==> config.mk <==
export PLATFORM = sky130hd
export DESIGN_NAME = dualrail_chan_sink_sync
export DESIGN_NICKNAME = d
export VERILOG_FILES = /design/src/rtl/dualrail_chan_pkg.sv /design/src/rtl/dualrail_chan_sink_sync_fifo.sv /design/src/rtl/dualrail_chan_sink_sync.sv
export SDC_FILE = /design/constraint.sdc
export NUM_CORES = 1
export LEC_CHECK = 0
export CAP_MARGIN = 5
export CELL_PAD_IN_SITES_DETAIL_PLACEMENT = 1
export CELL_PAD_IN_SITES_GLOBAL_PLACEMENT = 2
export CORE_ASPECT_RATIO = 2
export CORE_UTILIZATION = 42
export CTS_BUF_LIST = sky130_fd_sc_hd__clkbuf_2 sky130_fd_sc_hd__clkbuf_4 sky130_fd_sc_hd__clkbuf_8
export DETAILED_ROUTE_END_ITERATION = 10
export PLACE_DENSITY = 0.81
export SYNTH_ARGS = -nofsm -noshare
export SYNTH_HDL_FRONTEND = slang
export SYNTH_HIERARCHICAL = 1
export SYNTH_SLANG_ARGS = --single-unit
==> constraint.sdc <==
create_clock -name clk -period 4.2 [get_ports clk]
set_input_delay 0.63 -clock clk [delete_from_list [all_inputs] [get_ports clk]]
set_output_delay 0.63 -clock clk [all_outputs]
set_load 0.005 [all_outputs]
==> src/rtl/dualrail_chan_pkg.sv <==
// Shared types and helpers for the dual-rail channel sink: FSM states,
// enable polarity and per-digit classification over zero-padded rail vectors.
package dualrail_chan_pkg;

  typedef enum logic [1:0] {
    ACCEPT,
    WAIT_NEUTRAL,
    STALL,
    ERROR
  } chan_state_t;

  localparam int unsigned MAX_DIGITS = 64;
  typedef logic [MAX_DIGITS-1:0] digits_t;

  function automatic logic e_req_level(input bit e_active_low);
    return e_active_low ? 1'b0 : 1'b1;
  endfunction

  // Rails are zero-extended, so padding digits read as neutral; only
  // all_valid needs to mask them out.
  function automatic logic all_valid(input digits_t s0, input digits_t s1,
                                     input int unsigned nbits);
    digits_t mask;
    mask = '0;
    for (int unsigned i = 0; i < MAX_DIGITS; i++) begin
      if (i < nbits) mask[i] = 1'b1;
    end
    return &((s0 ^ s1) | ~mask);
  endfunction

  function automatic logic all_neutral(input digits_t s0, input digits_t s1);
    return ~|(s0 | s1);
  endfunction

  function automatic logic any_illegal(input digits_t s0, input digits_t s1);
    return |(s0 & s1);
  endfunction

endpackage

==> src/rtl/dualrail_chan_sink_sync_fifo.sv <==
// First-word fall-through token FIFO; out-of-range push/pop requests are ignored.
module sync_fifo_fwft #(
  parameter int unsigned WIDTH = 1,
  parameter int unsigned DEPTH = 4
) (
  input  logic                       clk,
  input  logic                       rst_n,
  input  logic                       push,
  input  logic [WIDTH-1:0]           wdata,
  input  logic                       pop,
  output logic [WIDTH-1:0]           data,
  output logic                       valid,
  output logic [$clog2(DEPTH+1)-1:0] count
);

  localparam int unsigned AW = $clog2(DEPTH);
  localparam int unsigned CW = $clog2(DEPTH+1);

  logic [WIDTH-1:0] mem [DEPTH];
  logic [AW-1:0]    wr_ptr;
  logic [AW-1:0]    rd_ptr;
  logic             push_eff;
  logic             pop_eff;

  assign valid    = (count != '0);
  assign pop_eff  = pop && valid;
  assign push_eff = push && (count != CW'(DEPTH));
  assign data     = valid ? mem[rd_ptr] : '0;

  always_ff @(posedge clk) begin
    if (push_eff) mem[wr_ptr] <= wdata;
  end

  // DEPTH is a power of two, so pointers wrap by plain overflow.
  always_ff @(posedge clk or negedge rst_n) begin
    if (!rst_n) begin
      wr_ptr <= '0;
      rd_ptr <= '0;
      count  <= '0;
    end else begin
      if (push_eff) wr_ptr <= wr_ptr + AW'(1);
      if (pop_eff)  rd_ptr <= rd_ptr + AW'(1);
      case ({push_eff, pop_eff})
        2'b10:   count <= count + CW'(1);
        2'b01:   count <= count - CW'(1);
        default: count <= count;
      endcase
    end
  end

endmodule

==> src/rtl/dualrail_chan_sink_sync.sv <==
// Synchronous sink for a 4-phase dual-rail channel: rail synchronizer,
// handshake FSM driving e, and a valid/ready token FIFO.
module dualrail_chan_sink_sync
  import dualrail_chan_pkg::*;
#(
  parameter int unsigned NBITS        = 1,
  parameter int unsigned SYNC_STAGES  = 2,
  parameter int unsigned DEPTH        = 4,
  parameter int unsigned E_ACTIVE_LOW = 1
) (
  input  logic                       clk,
  input  logic                       rst_n,
  input  logic [NBITS-1:0]           d0,
  input  logic [NBITS-1:0]           d1,
  output logic                       e,
  output logic [NBITS-1:0]           out_data,
  output logic                       out_valid,
  input  logic                       out_ready,
  output logic [$clog2(DEPTH+1)-1:0] count,
  output logic                       error
);

  localparam int unsigned CW    = $clog2(DEPTH+1);
  localparam logic        E_REQ = e_req_level(E_ACTIVE_LOW != 0);

  logic [NBITS-1:0] sync0 [SYNC_STAGES];
  logic [NBITS-1:0] sync1 [SYNC_STAGES];
  logic [NBITS-1:0] s0, s1, prev0, prev1;
  logic             stable, tok_valid, tok_neutral, tok_illegal, push;
  chan_state_t      state;

  assign s0 = sync0[SYNC_STAGES-1];
  assign s1 = sync1[SYNC_STAGES-1];

  always_ff @(posedge clk or negedge rst_n) begin
    if (!rst_n) begin
      for (int unsigned i = 0; i < SYNC_STAGES; i++) begin
        sync0[i] <= '0;
        sync1[i] <= '0;
      end
      prev0 <= '0;
      prev1 <= '0;
    end else begin
      sync0[0] <= d0;
      sync1[0] <= d1;
      for (int unsigned i = 1; i < SYNC_STAGES; i++) begin
        sync0[i] <= sync0[i-1];
        sync1[i] <= sync1[i-1];
      end
      prev0 <= s0;
      prev1 <= s1;
    end
  end

  // Requiring two equal consecutive samples filters skew between digits.
  assign stable      = (s0 == prev0) && (s1 == prev1);
  assign tok_valid   = all_valid(digits_t'(s0), digits_t'(s1), NBITS);
  assign tok_neutral = all_neutral(digits_t'(s0), digits_t'(s1));
  assign tok_illegal = any_illegal(digits_t'(s0), digits_t'(s1));
  assign push        = (state == ACCEPT) && stable && tok_valid;

  always_ff @(posedge clk or negedge rst_n) begin
    if (!rst_n) begin
      state <= ACCEPT;
      e     <= E_REQ;
      error <= 1'b0;
    end else if (state != ERROR && stable && tok_illegal) begin
      state <= ERROR;
      e     <= ~E_REQ;
      error <= 1'b1;
    end else begin
      case (state)
        ACCEPT: begin
          if (push) begin
            state <= WAIT_NEUTRAL;
            e     <= ~E_REQ;
          end
        end
        WAIT_NEUTRAL: begin
          if (stable && tok_neutral) begin
            if (count < CW'(DEPTH)) begin
              state <= ACCEPT;
              e     <= E_REQ;
            end else begin
              state <= STALL;
            end
          end
        end
        STALL: begin
          if (count < CW'(DEPTH)) begin
            state <= ACCEPT;
            e     <= E_REQ;
          end
        end
        ERROR: state <= ERROR;
        default: begin
          state <= ERROR;
          e     <= ~E_REQ;
          error <= 1'b1;
        end
      endcase
    end
  end

  sync_fifo_fwft #(
    .WIDTH(NBITS),
    .DEPTH(DEPTH)
  ) u_fifo (
    .clk  (clk),
    .rst_n(rst_n),
    .push (push),
    .wdata(s1),
    .pop  (out_ready),
    .data (out_data),
    .valid(out_valid),
    .count(count)
  );

endmodule
# Word level (Yosys, flattened, before mapping)
# Memories as Yosys holds them, arrays and structs flattened.
# Index checks and enable logic that the tools add are counted.
# op_classes
addsub,4
magnitude_cmp,1
n_eq_ne,12
muxes,15
n_bitwise,3
n_reduce_logical,17
# ops
operator,count
$reduce_or 64->1,2
$mux 2,5
$ne 3x3->1 const B,3
$logic_and 1x1->1,8
$pmux 2 s4,1
$mux 1,7
$eq 2x2->1 const B,3
$pmux 3 s2,1
$reduce_and 3->1,2
$add 2x1->2 const B,2
$eq 2x1->1 const B,2
$reduce_bool 4->1,1
$add 3x1->3 const B,1
$lt 3x3->1 const B,1
$ne 3x1->1 const B,1
$pmux 1 s3,1
$reduce_bool 3->1,1
$sub 3x1->3 const B,1
$eq 1x1->1,2
$logic_not 2->1,1
$ne 2x2->1 const B,1
$reduce_bool 2->1,1
$and 1x1->1,1
$logic_not 1->1,1
other kinds (2),2
# totals
regBits,17
mem_bits_rw,4
elab_cells,65
mem_count,1
# mem_list
memory,depth,word_bits,read_ports,rd_clocked_by_memory_dff,write_ports,line,text
u_fifo.mem,4,1,1,0,1,dualrail_chan_sink_sync_fifo.sv:19,logic [WIDTH-1:0] mem [DEPTH];

# Longest topological paths before layout
# depth
depth_word,7
depth_mapped,12

# Modules after synthesis
# Netlist, hierarchy kept.
# by_module_without_submodules
mod,instances,cells_per_inst,area_each_um2,seq_area_each_um2
sync_fifo_fwft,1,43,575.6,295.3
dualrail_chan_sink_sync,1,44,529.3,250.2

# Worst setup path before layout
# OpenSTA, ideal clock, no wires.
# synth_timing
path_kind,register to register
start,register sync1 (netlist bit s1)
end,register u_fifo.count[2]
setup_ps,80
t_arrival_ps,2131
required_time_ps,4120
slack_ps,1989
path_stages_with_launch,13
n_path_buf,0
period_less_slack_ps,2211
path_cell_list,dfrtp_1 -> inv_1 -> ha_1 -> and4_2 -> inv_1 -> a31oi_4 -> inv_1 -> ha_1 -> inv_1 -> fa_1 -> xor2_1 -> nor2_1 -> xor2_1
# synth_via
elab_chain_len,7
# synth_rtl
element,line,text
start: declaration,dualrail_chan_sink_sync.sv:27,logic [NBITS-1:0] sync1 [SYNC_STAGES];
start signal: indexed assignment,dualrail_chan_sink_sync.sv:48,sync1[i] <= sync1[i-1];
$eq 1x1->1,dualrail_chan_sink_sync.sv:56,assign stable = (s0 == prev0) && (s1 == prev1);
$logic_and 1x1->1,dualrail_chan_sink_sync.sv:56,
$logic_and 1x1->1,dualrail_chan_sink_sync.sv:60,assign push = (state == ACCEPT) && stable && tok_valid;
$logic_and 1x1->1 *,dualrail_chan_sink_sync.sv:60,
net push,dualrail_chan_sink_sync.sv:29,"logic stable, tok_valid, tok_neutral, tok_illegal, push;"
$logic_and 1x1->1 *,dualrail_chan_sink_sync_fifo.sv:27,assign push_eff = push && (count != CW'(DEPTH));
$eq 2x1->1 or $eq 2x2->1 (tied branches),dualrail_chan_sink_sync_fifo.sv:43,"case ({push_eff, pop_eff})"
$pmux 3 s2 or $reduce_bool 2->1 (tied branches),n/a,
end signal: assignment,dualrail_chan_sink_sync_fifo.sv:44,2'b10: count <= count + CW'(1);
end signal: assignment,dualrail_chan_sink_sync_fifo.sv:45,2'b01: count <= count - CW'(1);
end signal: assignment,dualrail_chan_sink_sync_fifo.sv:46,default: count <= count;
end: declaration,dualrail_chan_sink_sync_fifo.sv:13,output logic [$clog2(DEPTH+1)-1:0] count
# Mark *: on every way through the listed nets, which the timed path passes. The rest lies on a longest branch.
# A chain may end at the register's enable or synchronous reset.

# Worst setup path after layout
# Ends and elaborated chain as after synthesis.

==> results.toml <==
[outcome]
status = "completed"

[critical_path]
slowest_stage = "dfrtp_1"
crit_arrival_ps = 2620
end_kind = "register"
crit_fanout = 8
crit_start = "s1"
crit_top_cell = "inv_1"
r2r-start = "s1"
path_cells = "inv_1 > ha_1 > and4_2 > inv_1 > a31oi_4 > inv_1 > ha_1 > inv_1 > fa_1 > xor2_1 > nor2_1 > xor2_1"
worst_setup_path_start_kind = "register"
crit_path_max_incr_delay_ps = 510
required_ps = 4390
crit_type = "reg -> reg"

[global_route]
grt_start_max_net_pins = 18
grt_overflow = 0
grt_use_total = 0.185
grt_pass1_vias = 737
antenna_found_initial = 0
grt_pass1_wl_um = 3490

[detailed_routing]
firstDrtPassIters = 3
wl_per_cell_um = 16.5
drt_wl_total_um = 2140
vias = 687
vias_per_cell = 5.28
drc = 0
drt_iter0_markers = 10
final_antenna_net_count = 0

[timing]
finalSetupTns_ps = 0
final_hold_viol_count = 0
final_max_slew_viol_count = 0
setup_violations = 0
fin_ws_ps = 1770
min_period_ps = 2430
rsz0062_at_grt = "false"
slew-limit-headroom = 0.477
finalCritPeriodShare = 0.578
clock_skew_ps = 2.22
tightest_slew_ps = 782
max_freq_mhz = 412

[yosys]
synth.mux.area_fraction = 0.0396
syn_area_per_cell_um2 = 12.7
ys_top_cells_by_area = "dfrtp_1 39%, ha_1 14%, edfxtp_1 11%"
synth-xor-area-share = 0.0770
synthAdderAreaFrac = 0.154
yosys.area.top_type_share = 0.385
yosysTopAreaCell = "dfrtp_1"
synth_top_family_by_area = "adder cells"
ys_types = 31
synth_compound_area_frac = 0.110
synth-simple-area-share = 0.0815
ys.warnings.count = 6
synth_cells = 87
syn-cell-area_um2 = 1100
syn_nets = 105
synth-seq-cells = 21
yosysSeqAreaShare = 0.494

[cts]
cts_made_buffers = 3
cts_root_buffer = "clkbuf_8"
clock_path_buffers = 2
cts.reportedPaths.clkPinSlew_ps = 70
htree_levels = 1
post-cts-setup-buffers = 0
post_cts_resized = 0
cts.sinks = 21
cts_hold_buf = 0
clk_latency_ps = 260
cts_tree = "yes"

[power]
p_total_uw = 848
power.density_nw_per_um2 = 653
ir_drop_mv = 0.304
cellLeakagePower_uw = 0.000582

[placement]
place_hpwl_um = 1740
placedInstanceArea_um2 = 1250
port_buffers = 11
place_congestion = 0.655
place_ws_ps = 1750

[final_layout]
stdcell_area_um2 = 1300
drive_gt1_frac = 0.118
mostFrequentLayoutCells = "17 x dfrtp_1, 13 x inv_1, 12 x ha_1, 11 x clkdlybuf4s50_1, 5 x and2_1"
nets = 121
syn2layout_area_growth_pct = 17.6
final_common_cell = "dfrtp_1"
diodes = 0

[floorplan]
rows = 26
ioPinCount = 12
die_h_um = 74.5
die_w_um = 38.3
die_area_um2 = 2850
core_area_um2 = 2540
start_util = 0.435

[job]
drv_cap = 0

[min_path]
min-delay-start = "sync1[1]"
hold_class = "reg -> reg"
## per-layer routing
layer  global-route usage  share of wire  up-vias
li1                     -              -      327
met1                0.193           0.37      352
met2                0.331           0.60        4
met3               0.0358          0.013        4
met4               0.0952          0.022        0
met5                    0              0        -
## cells in the mapped netlist
library cell / count
dfrtp_1: 17
inv_1: 13
ha_1: 12
and2_1: 5
edfxtp_1: 4
nand2_1: 3
xnor2_1: 3
xor2_1: 3
a221oi_1: 2
nor2_1: 2
o32a_1: 2
xnor2_2: 2
a21o_1: 1
a21oi_1: 1
a22o_1: 1
a31oi_1: 1
a31oi_4: 1
and4_2: 1
fa_1: 1
mux2_2: 1
mux2i_1: 1
mux4_2: 1
nand2b_1: 1
nand3_1: 1
nor2b_1: 1
o211ai_1: 1
o211ai_2: 1
o22ai_1: 1
o31a_1: 1
or2_2: 1
or3_1: 1
## critical path: cells and delay by family, from the launching register on
| family | cells | cell delay [ps] |
|---|---|---|
| AOI/OAI and AO/OA | 1 | 60 |
| adders and majority gates | 3 | 860 |
| xor gates and xnor gates | 2 | 290 |
| and+or+nand+nor | 2 | 310 |
| buffers and inverters | 4 | 330 |
| DFF | 1 | 510 |
## stage by stage
| stage | hold WS (ps) | cells | util |
|---|---|---|---|
| 2_1_floorplan | 331 | 87 | - |
| 3_3_place_gp | 334 | 126 | 0.493 |
| 3_5_place_dp | 344 | 126 | 0.493 |
| 4_1_cts | 361 | 130 | 0.512 |
| 5_1_grt | 383 | 130 | 0.512 |
| 6_report | 359 | 130 | 0.512 |
## logic make-up (layout without fill, tap and decap cells)
logic type               count (synthesis)  in the layout
flip-flops                              21             21
AO/OA/AOI/OAI                           13             13
XOR/XNOR                                 8              8
buffers and inverters                   13             28
AND/OR/NAND/NOR                         16             16
adder cells (fa/ha/maj)                 13             13
multiplexers                             3              3
## final timing paths
kind	endpoint	slack, ps	cells past startpoint
max	u_fifo/count[2]	1770	12
min	s1	360	0
max reg2reg	u_fifo/count[2]	1770	12
min reg2reg	s1	360	0
max in group asynchronous	error	2890	1
min in group asynchronous	e	820	1
## sequential cells by signal, indices dropped and copies added (netlist names)
signal / flops
u_fifo/count: 3
prev1: 1
sync1: 1
u_fifo/wr_ptr: 2
u_fifo/mem: 4
u_fifo/rd_ptr: 2
sync0: 1
state: 2
e: 1
s1: 1
prev0: 1
error: 1
s0: 1
## power by group
part | leakage, uW | internal (uW) | switching, uW
clock network | 0.0000262 | 74.1 | 63.5
registers | 0.000233 | 266 | 68.7
logic | 0.000323 | 200 | 176
total | 0.000582 | 540 | 308
## layout make-up
cell class | count | area [um2]
tap | 28 | 35.0
multi-input combinational | 53 | 510
sequential | 21 | 546
fill | 284 | 1240
timing repair buffer | 11 | 110
clock buffer | 4 | 48.8
inverter | 13 | 48.8
Note: power is estimated with default switching activity, not from simulation.
